==> config.mk <==
export PLATFORM = sky130hd
export DESIGN_NAME = bus_initiator
export DESIGN_NICKNAME = d
export VERILOG_FILES = /design/src/rtl/bus_initiator.sv
export SDC_FILE = /design/constraint.sdc
export NUM_CORES = 1
export LEC_CHECK = 0
export ABC_AREA = 1
export CORE_ASPECT_RATIO = 1.25
export CORE_MARGIN = 3
export CORE_UTILIZATION = 43
export CTS_CLUSTER_DIAMETER = 120
export DETAILED_ROUTE_END_ITERATION = 12
export HOLD_SLACK_MARGIN = 0.15
export MAX_ROUTING_LAYER = met4
export PLACE_DENSITY = 0.8
export SYNTH_ARGS = -nofsm -noshare
export SYNTH_HDL_FRONTEND = slang
export SYNTH_SLANG_ARGS = --single-unit
==> constraint.sdc <==
create_clock -name clk -period 2.4 [get_ports clk]
set_clock_uncertainty 0.05 [all_clocks]
set_input_delay 0.48 -clock clk [delete_from_list [all_inputs] [get_ports clk]]
set_output_delay 0.48 -clock clk [all_outputs]
set_load 0.02 [all_outputs]
==> src/rtl/bus_initiator.sv <==
// Femto bus initiator: one command in, one single-cycle req out, one
// completion record back with OK / fault / timeout / misaligned status.
module bus_initiator #(
  parameter int AW      = 32,
  parameter int DW      = 32,
  parameter int TIMEOUT = 255
) (
  input  logic          clk,
  input  logic          rst,
  input  logic          cmd_valid,
  output logic          cmd_ready,
  input  logic [AW-1:0] cmd_addr,
  input  logic          cmd_w_rb,
  input  logic [1:0]    cmd_acc,
  input  logic [DW-1:0] cmd_wdata,
  output logic          rsp_valid,
  input  logic          rsp_ready,
  output logic [DW-1:0] rsp_rdata,
  output logic [1:0]    rsp_status,
  output logic [AW-1:0] addr,
  output logic          w_rb,
  output logic [1:0]    acc,
  output logic [DW-1:0] wdata,
  output logic          req,
  input  logic [DW-1:0] rdata,
  input  logic          resp,
  input  logic          fault
);

  localparam int CW = $clog2(TIMEOUT + 1);

  localparam logic [1:0] ST_OK    = 2'd0;
  localparam logic [1:0] ST_FAULT = 2'd1;
  localparam logic [1:0] ST_TMO   = 2'd2;
  localparam logic [1:0] ST_ALIGN = 2'd3;

  typedef enum logic [1:0] {
    S_IDLE,
    S_ISSUE,
    S_WAIT,
    S_DONE
  } state_t;

  state_t        state_q, state_d;
  logic [AW-1:0] addr_q, addr_d;
  logic          w_rb_q, w_rb_d;
  logic [1:0]    acc_q, acc_d;
  logic [DW-1:0] wdata_q, wdata_d;
  logic [DW-1:0] rdata_q, rdata_d;
  logic [1:0]    status_q, status_d;
  logic [CW-1:0] cnt_q, cnt_d;
  logic          bad_cmd;

  function automatic logic [DW-1:0] acc_mask(input logic [1:0] a);
    case (a)
      2'd0:    return DW'(8'hFF);
      2'd1:    return DW'(16'hFFFF);
      default: return '1;
    endcase
  endfunction

  // Reads return data trimmed to the access width; writes report zero.
  function automatic logic [DW-1:0] rd_val(input logic wr,
                                           input logic [1:0] a,
                                           input logic [DW-1:0] d);
    return wr ? '0 : (d & acc_mask(a));
  endfunction

  assign bad_cmd = (cmd_acc == 2'd3)
                 || (cmd_acc == 2'd1 && cmd_addr[0])
                 || (cmd_acc == 2'd2 && cmd_addr[1:0] != 2'b00);

  always_ff @(posedge clk) begin
    if (rst) begin
      state_q  <= S_IDLE;
      addr_q   <= '0;
      w_rb_q   <= 1'b0;
      acc_q    <= 2'd0;
      wdata_q  <= '0;
      rdata_q  <= '0;
      status_q <= ST_OK;
      cnt_q    <= '0;
    end else begin
      state_q  <= state_d;
      addr_q   <= addr_d;
      w_rb_q   <= w_rb_d;
      acc_q    <= acc_d;
      wdata_q  <= wdata_d;
      rdata_q  <= rdata_d;
      status_q <= status_d;
      cnt_q    <= cnt_d;
    end
  end

  always_comb begin
    state_d  = state_q;
    addr_d   = addr_q;
    w_rb_d   = w_rb_q;
    acc_d    = acc_q;
    wdata_d  = wdata_q;
    rdata_d  = rdata_q;
    status_d = status_q;
    cnt_d    = cnt_q;
    case (state_q)
      S_IDLE: begin
        if (cmd_valid) begin
          if (bad_cmd) begin
            state_d  = S_DONE;
            status_d = ST_ALIGN;
            rdata_d  = '0;
          end else begin
            state_d = S_ISSUE;
            addr_d  = cmd_addr;
            w_rb_d  = cmd_w_rb;
            acc_d   = cmd_acc;
            wdata_d = cmd_wdata & acc_mask(cmd_acc);
          end
        end
      end
      S_ISSUE: begin
        if (fault) begin
          state_d  = S_DONE;
          status_d = ST_FAULT;
          rdata_d  = '0;
        end else if (resp) begin
          state_d  = S_DONE;
          status_d = ST_OK;
          rdata_d  = rd_val(w_rb_q, acc_q, rdata);
        end else begin
          state_d = S_WAIT;
          cnt_d   = '0;
        end
      end
      S_WAIT: begin
        if (resp) begin
          state_d  = S_DONE;
          status_d = ST_OK;
          rdata_d  = rd_val(w_rb_q, acc_q, rdata);
        end else if (cnt_q == CW'(TIMEOUT - 1)) begin
          state_d  = S_DONE;
          status_d = ST_TMO;
          rdata_d  = '0;
        end else begin
          cnt_d = cnt_q + CW'(1);
        end
      end
      S_DONE: begin
        if (rsp_ready) state_d = S_IDLE;
      end
      default: state_d = S_IDLE;
    endcase
  end

  always_comb begin
    cmd_ready = (state_q == S_IDLE);
    req       = (state_q == S_ISSUE);
    rsp_valid = (state_q == S_DONE);
  end

  assign addr       = addr_q;
  assign w_rb       = w_rb_q;
  assign acc        = acc_q;
  assign wdata      = wdata_q;
  assign rsp_rdata  = rdata_q;
  assign rsp_status = status_q;

endmodule

==> Word level (Yosys, flattened, before mapping) <==
Index checks and enable logic that the tools add are counted.
{ "word_totals": {"word_cells": 82, "output_inout_bits": 104, "ff_bits": 111, "input_bits": 105} }
{ "op_classes": {"n_addsub": 1, "bitwise": 4, "n_eq_ne": 17, "n_reduce_logical": 14, "mux": 38} }
{ "op_table": {"columns": ["op", "n"], "rows": [
  ["32-bit 2-to-1 mux", 15],
  ["32-bit case mux with 2 select lines", 2],
  ["32-bit AND", 3],
  ["32-bit case mux with 3 select lines", 1],
  ["8-bit 2-to-1 mux", 4],
  ["2-bit 2-to-1 mux", 11],
  ["8-bit case mux with 2 select lines", 1],
  ["2-bit inequality test (second input constant)", 5],
  ["5-bit AND reduction", 2],
  ["8-bit by 1-bit adder with 8-bit output (second input constant)", 1],
  ["2-bit == test (second input constant)", 4],
  ["8-bit == test (second input constant)", 1],
  ["2-bit case mux with 4 select lines", 1],
  ["2-bit by 1-bit == test with 1-bit output (second input constant)", 3],
  ["2-bit logical NOT", 3],
  ["2-bit case mux with 3 select lines", 1],
  ["3-bit AND reduction", 2],
  ["2-bit by 1-bit inequality test with 1-bit output (second input constant)", 2],
  ["2-bit nonzero test", 2],
  ["3-bit by 1-bit inequality test with 1-bit output (second input constant)", 1],
  ["3-bit inequality test (second input constant)", 1],
  ["3-bit nonzero test", 1],
  ["1-bit logical AND", 2],
  ["1-bit logical OR", 2],
  ["other kinds (2)", 3]
]} }

==> Logic depth before layout (Yosys ltp) <==
{ "logic_depth": {"word_depth": 10, "ltp_mapped": 11} }

==> Worst setup path after synthesis <==
OpenSTA, ideal clock, no wires.
{ "synth_timing": {"kind": "register to register", "startpoint": "reg state_q[0]", "endpoint": "reg rdata_q[22], in the netlist rsp_rdata[22]", "path_slack_ps": 642, "setup_time_ps": 113, "t_arrival_ps": 1595, "stages_incl_launch_ff": 10, "n_path_buf": 1, "cell_sequence": "dfxtp_1 inv_1 ha_1 nand2_1 nand2_1 nor2_4 nand3_4 buf_6 nor2_1 nor2_1"} }
{ "synth_via": {"elab_chain_len": 3, "elab_cells_between_ends": 10, "cone_classes": "eq/ne (6); mux (1); reduce/logical (3)"} }
{ "synth_rtl": {"columns": ["item", "line_no", "source"], "rows": [
  ["from (decl)", "44", "state_t state_q, state_d;"],
  ["from (signal assigned)", "84", "state_q <= state_d;"],
  ["2-bit logical NOT *", null, null],
  ["net cmd_ready", "11", "output logic cmd_ready,"],
  ["2-bit by 1-bit inequality test with 1-bit output (no source line) (tied with other cells)", null, null],
  ["5-bit AND reduction (no source line)", null, null],
  ["to (signal assigned)", "89", "rdata_q <= rdata_d;"],
  ["to (decl)", "49", "logic [DW-1:0] rdata_q, rdata_d;"]
]} }
Mark *: on every way through the listed nets, which the timed path passes. The rest lies on a longest branch.
A chain may end at the register's enable or synchronous reset.

==> Worst setup path in the final report <==
{ "layout_timing": {"startpoint": "reg state_q[0]", "endpoint": "out req"} }
{ "layout_via": {"elab_chain_len": 1} }
{ "layout_rtl": {"columns": ["item", "line_no", "source"], "rows": [
  ["2-bit by 1-bit == test with 1-bit output", "156", "req = (state_q == S_ISSUE);"],
  ["to (decl)", "24", "output logic req,"]
]} }
No other way between the ends.

==> impl_summary.md <==
Die
The x dimension of the die is just over 100 um. The count of boundary I/O pins is 209. The die outline area is approximately 0.013 sq mm. The vertical die dimension is between 100 and 150 um. The region available for standard cell placement spans 0.0117 sq mm. The initial utilization of the core area, before any placement, comes to 0.440.

The number of core rows is 44.

Setup path
At the worst endpoint, the arrival time is about 1.7 ns. The launching element of the worst setup path is state_q[0]. The worst register-to-register path ends at rsp_rdata[12]. In this run the register-to-register setup slack is about 0.36 ns. The worst setup path endpoint is req. The endpoint type of the worst setup path is an output pin.

The highest fanout seen on the critical path is 6. The endpoint required time on the critical path is 1.87 ns. The critical path in this run is classified as reg2out. The path depth of the worst reg2reg path is 9. STA classifies the critical path startpoint as a flip-flop.

The launch point of the worst reg-to-reg path is state_q[0].

Cells and area
The library cells used most frequently in the layout, excluding fill and tap cells, are sky130_fd_sc_hd__clkdlybuf4s50_1 (208), sky130_fd_sc_hd__nand2_1 (176), sky130_fd_sc_hd__nor2_1 (157), sky130_fd_sc_hd__dfxtp_1 (111), sky130_fd_sc_hd__inv_1 (95). Of the cells placed in the final design, the portion with a size suffix greater than 1 is 0.0449. In the final layout, the multi-input gates occupy 0.00231 sq mm. The number of nets in the layout is 1063.

The sequential cell area is between 0.002 and 0.0025 sq mm. 0 antenna diodes ended up in the layout. The number of fill cells in the layout is approximately 1100. The area growth from synthesis to layout is 48.5%. The library cell used most frequently in the layout, excluding fill and tap cells, is sky130_fd_sc_hd__clkdlybuf4s50_1.

Yosys
The number of warnings reported in the yosys synthesis log is 0. The main flop type after synthesis is sky130_fd_sc_hd__dfxtp_1. Counting flops and latches in the post-synthesis netlist gives 111. The synthesized instance count is 760. After synthesis, the mean cell area works out to 6.76 sq um. The share of synthesized flip-flops with an asynchronous set or reset is 0. For this run, the register share of the synthesized area comes to 0.433. The post-synth design cell area is a little over 0.005 sq mm.

In this run, distinct cell masters in the synthesized netlist total 28. Yosys mapped a number of flops with a built-in enable equal to 0. The number of nets produced by synthesis is around 870.

Routing
The routed design has around 14000 um of wire. The number of optimization iterations in the first detailed-route pass is 4. After detailed routing, the number of vias per cell comes to about 4.7. The DRC marker count from the first detailed-route iteration is 235. The residual antenna-violating net count after detailed routing is 0. The final route contains roughly 5300 vias. The residual DRC count is 0. The average wire length per cell after detail routing is between 10 and 15 um.

Hold path
The kind of path behind the tightest hold check is reg2reg.

CTS
For the worst-skew pair, the clock arrives at the later sink with an insertion delay of approximately 0.34 ns. TritonCTS built the clock tree. The number of hold buffers added after CTS was 0. In this run, post-CTS repair resized a total of 0 instances. The largest buffer count on any clock path is 2. The cell sitting at the root of the clock tree is a sky130_fd_sc_hd__clkbuf_16.

The number of buffers inserted by post-CTS setup repair is 0. The number of H-tree branching levels is 3. For this design, the sink count on the clock tree is 111. The clock input transition at the sequential cells of the worst setup and hold paths is around 0.070 ns. The number of buffers created by CTS is 9.

Global routing
The first global-routing pass estimated 23100 um of wire. Global routing finished with a remaining overflow of 0. The number of global-route vias before repair is 4781. The maximum number of pins on one net before global-route repair is 50. The overall routing resource usage is 0.216.

The number of antenna violations at the first check in global routing was 0.

Placed design
Routability-driven placement finished with a final weighted congestion of 0.831. The detailed placer's ending HPWL is a little over 10000 um. During placement, the flow inserted port buffers numbering 208.

Timing
Derived from the worst setup path, the maximum achievable clock frequency is 0.450 GHz. The count of endpoints failing hold in the final timing report came to 0. The total count of max-transition violations in the final report is 0. The worst path needs between 2 and 2.5 ns of the cycle, external delays included.

The ratio of final minimum period to clock period is 0.927. Setup repair after global routing left no endpoint under its margin. Summed over all failing endpoints, the final setup total negative slack is 0 ns. Setup violations remaining at the end of the flow were counted as 0. The worst slew margin relative to its limit is 0.589. At the pin with the least slew margin, the transition time is between 0.6 and 0.7 ns.

Power and ir drop
The post-route total power is slightly above 7 mW. The worst-case IR drop observed on VDD is about 540 uV. The cell leakage power is around 3.2 nW. For this design the ratio of total power to cell area is around 940 mW/mm^2.

Status
The flow ran to the end, and the final reports show no timing, DRC or antenna violations.

Run
The max-capacitance violation count is 0.
==> cells by family (layout without fill, tap and decap cells) <==
logic type,count (synthesis),after routing,synth area share
fa+ha+maj,6,6,0.0146
xor+xnor,1,1,0.00171
compound gates,94,94,0.0933
flops,111,111,0.433
buf+inv,140,337,0.117
simple gates,408,408,0.341
==> final cells by class <==
type | instances | share of cell area
timing repair buffer | 224 | 0.292
multi-input combinational | 509 | 0.303
inverter | 97 | 0.0478
clock buffer | 12 | 0.0350
sequential | 111 | 0.291
clock inverter | 4 | 0.00377
tap | 161 | 0.0264
==> through the flow <==
| stage | utilization | instances | instance area (sq um) | worst slack, ns | hold WS (ns) |
|---|---|---|---|---|---|
| 6_report | 0.653 | 1118 | 7620 | 0.176 | 0.415 |
| 5_1_grt | 0.653 | 1118 | 7620 | 0.0790 | 0.437 |
| 4_1_cts | 0.653 | 1118 | 7620 | 0.150 | 0.416 |
| 3_5_place_dp | 0.628 | 1102 | 7330 | 0.181 | 0.406 |
| 3_3_place_gp | 0.628 | 1102 | 7330 | 0.232 | 0.401 |
| 2_1_floorplan | - | 760 | 5130 | 0.642 | 0.409 |
==> worst max-delay path: stages (launching register included) <==
cell                              delay, ns
sky130_fd_sc_hd__dfxtp_1               0.42
sky130_fd_sc_hd__ha_1                  0.28
sky130_fd_sc_hd__clkdlybuf4s50_1       0.65
==> cell usage after synthesis, types with 7 or more instances <==
master	count	area (sq um)
sky130_fd_sc_hd__nand2_1	176	661
sky130_fd_sc_hd__nor2_1	157	589
sky130_fd_sc_hd__dfxtp_1	111	2220
sky130_fd_sc_hd__inv_1	95	357
sky130_fd_sc_hd__o21ai_0	64	320
sky130_fd_sc_hd__nand4_1	27	169
sky130_fd_sc_hd__a21oi_1	26	130
sky130_fd_sc_hd__clkbuf_1	22	82.6
sky130_fd_sc_hd__nand3_1	22	110
sky130_fd_sc_hd__buf_2	11	55.1
sky130_fd_sc_hd__nand3b_1	10	75.1
sky130_fd_sc_hd__nor3b_1	7	52.6
==> registers in the layout, indices dropped and copies added, names as in the netlist <==
name / cells
w_rb: 1
rsp_rdata: 32
acc: 2
rsp_status: 2
state_q: 2
cnt_q: 8
wdata: 32
addr: 32
==> worst min-delay path by stage <==
stage                     slack [ns]      start   endpoint  depth (start not counted)
after floorplan                 0.41   cnt_q[7]   cnt_q[7]                          2
after detailed placement        0.41  wdata[26]  wdata[26]                          2
after global routing            0.44  wdata[25]  wdata[25]                          2
after global placement          0.40  wdata[31]  wdata[31]                          2
after CTS                       0.42  wdata[31]  wdata[31]                          2
final                           0.42  wdata[23]  wdata[23]                          2
==> routing by layer <==
| metal | track usage | vias to the layer above | share of wire |
|---|---|---|---|
| li1 | - | 2737 | - |
| met1 | 0.265 | 2331 | 0.43 |
| met2 | 0.371 | 181 | 0.49 |
| met3 | 0.0403 | 13 | 0.063 |
| met4 | 0.0548 | 0 | 0.011 |
| met5 | - | - | 0 |
==> power breakdown <==
group          switching (mW)  internal [mW]  leakage [nW]
Clock                   0.674          0.790         0.141
Sequential              0.179           2.18         0.908
Combinational            1.98           1.37          2.16
(Power assumes the default switching activity.)
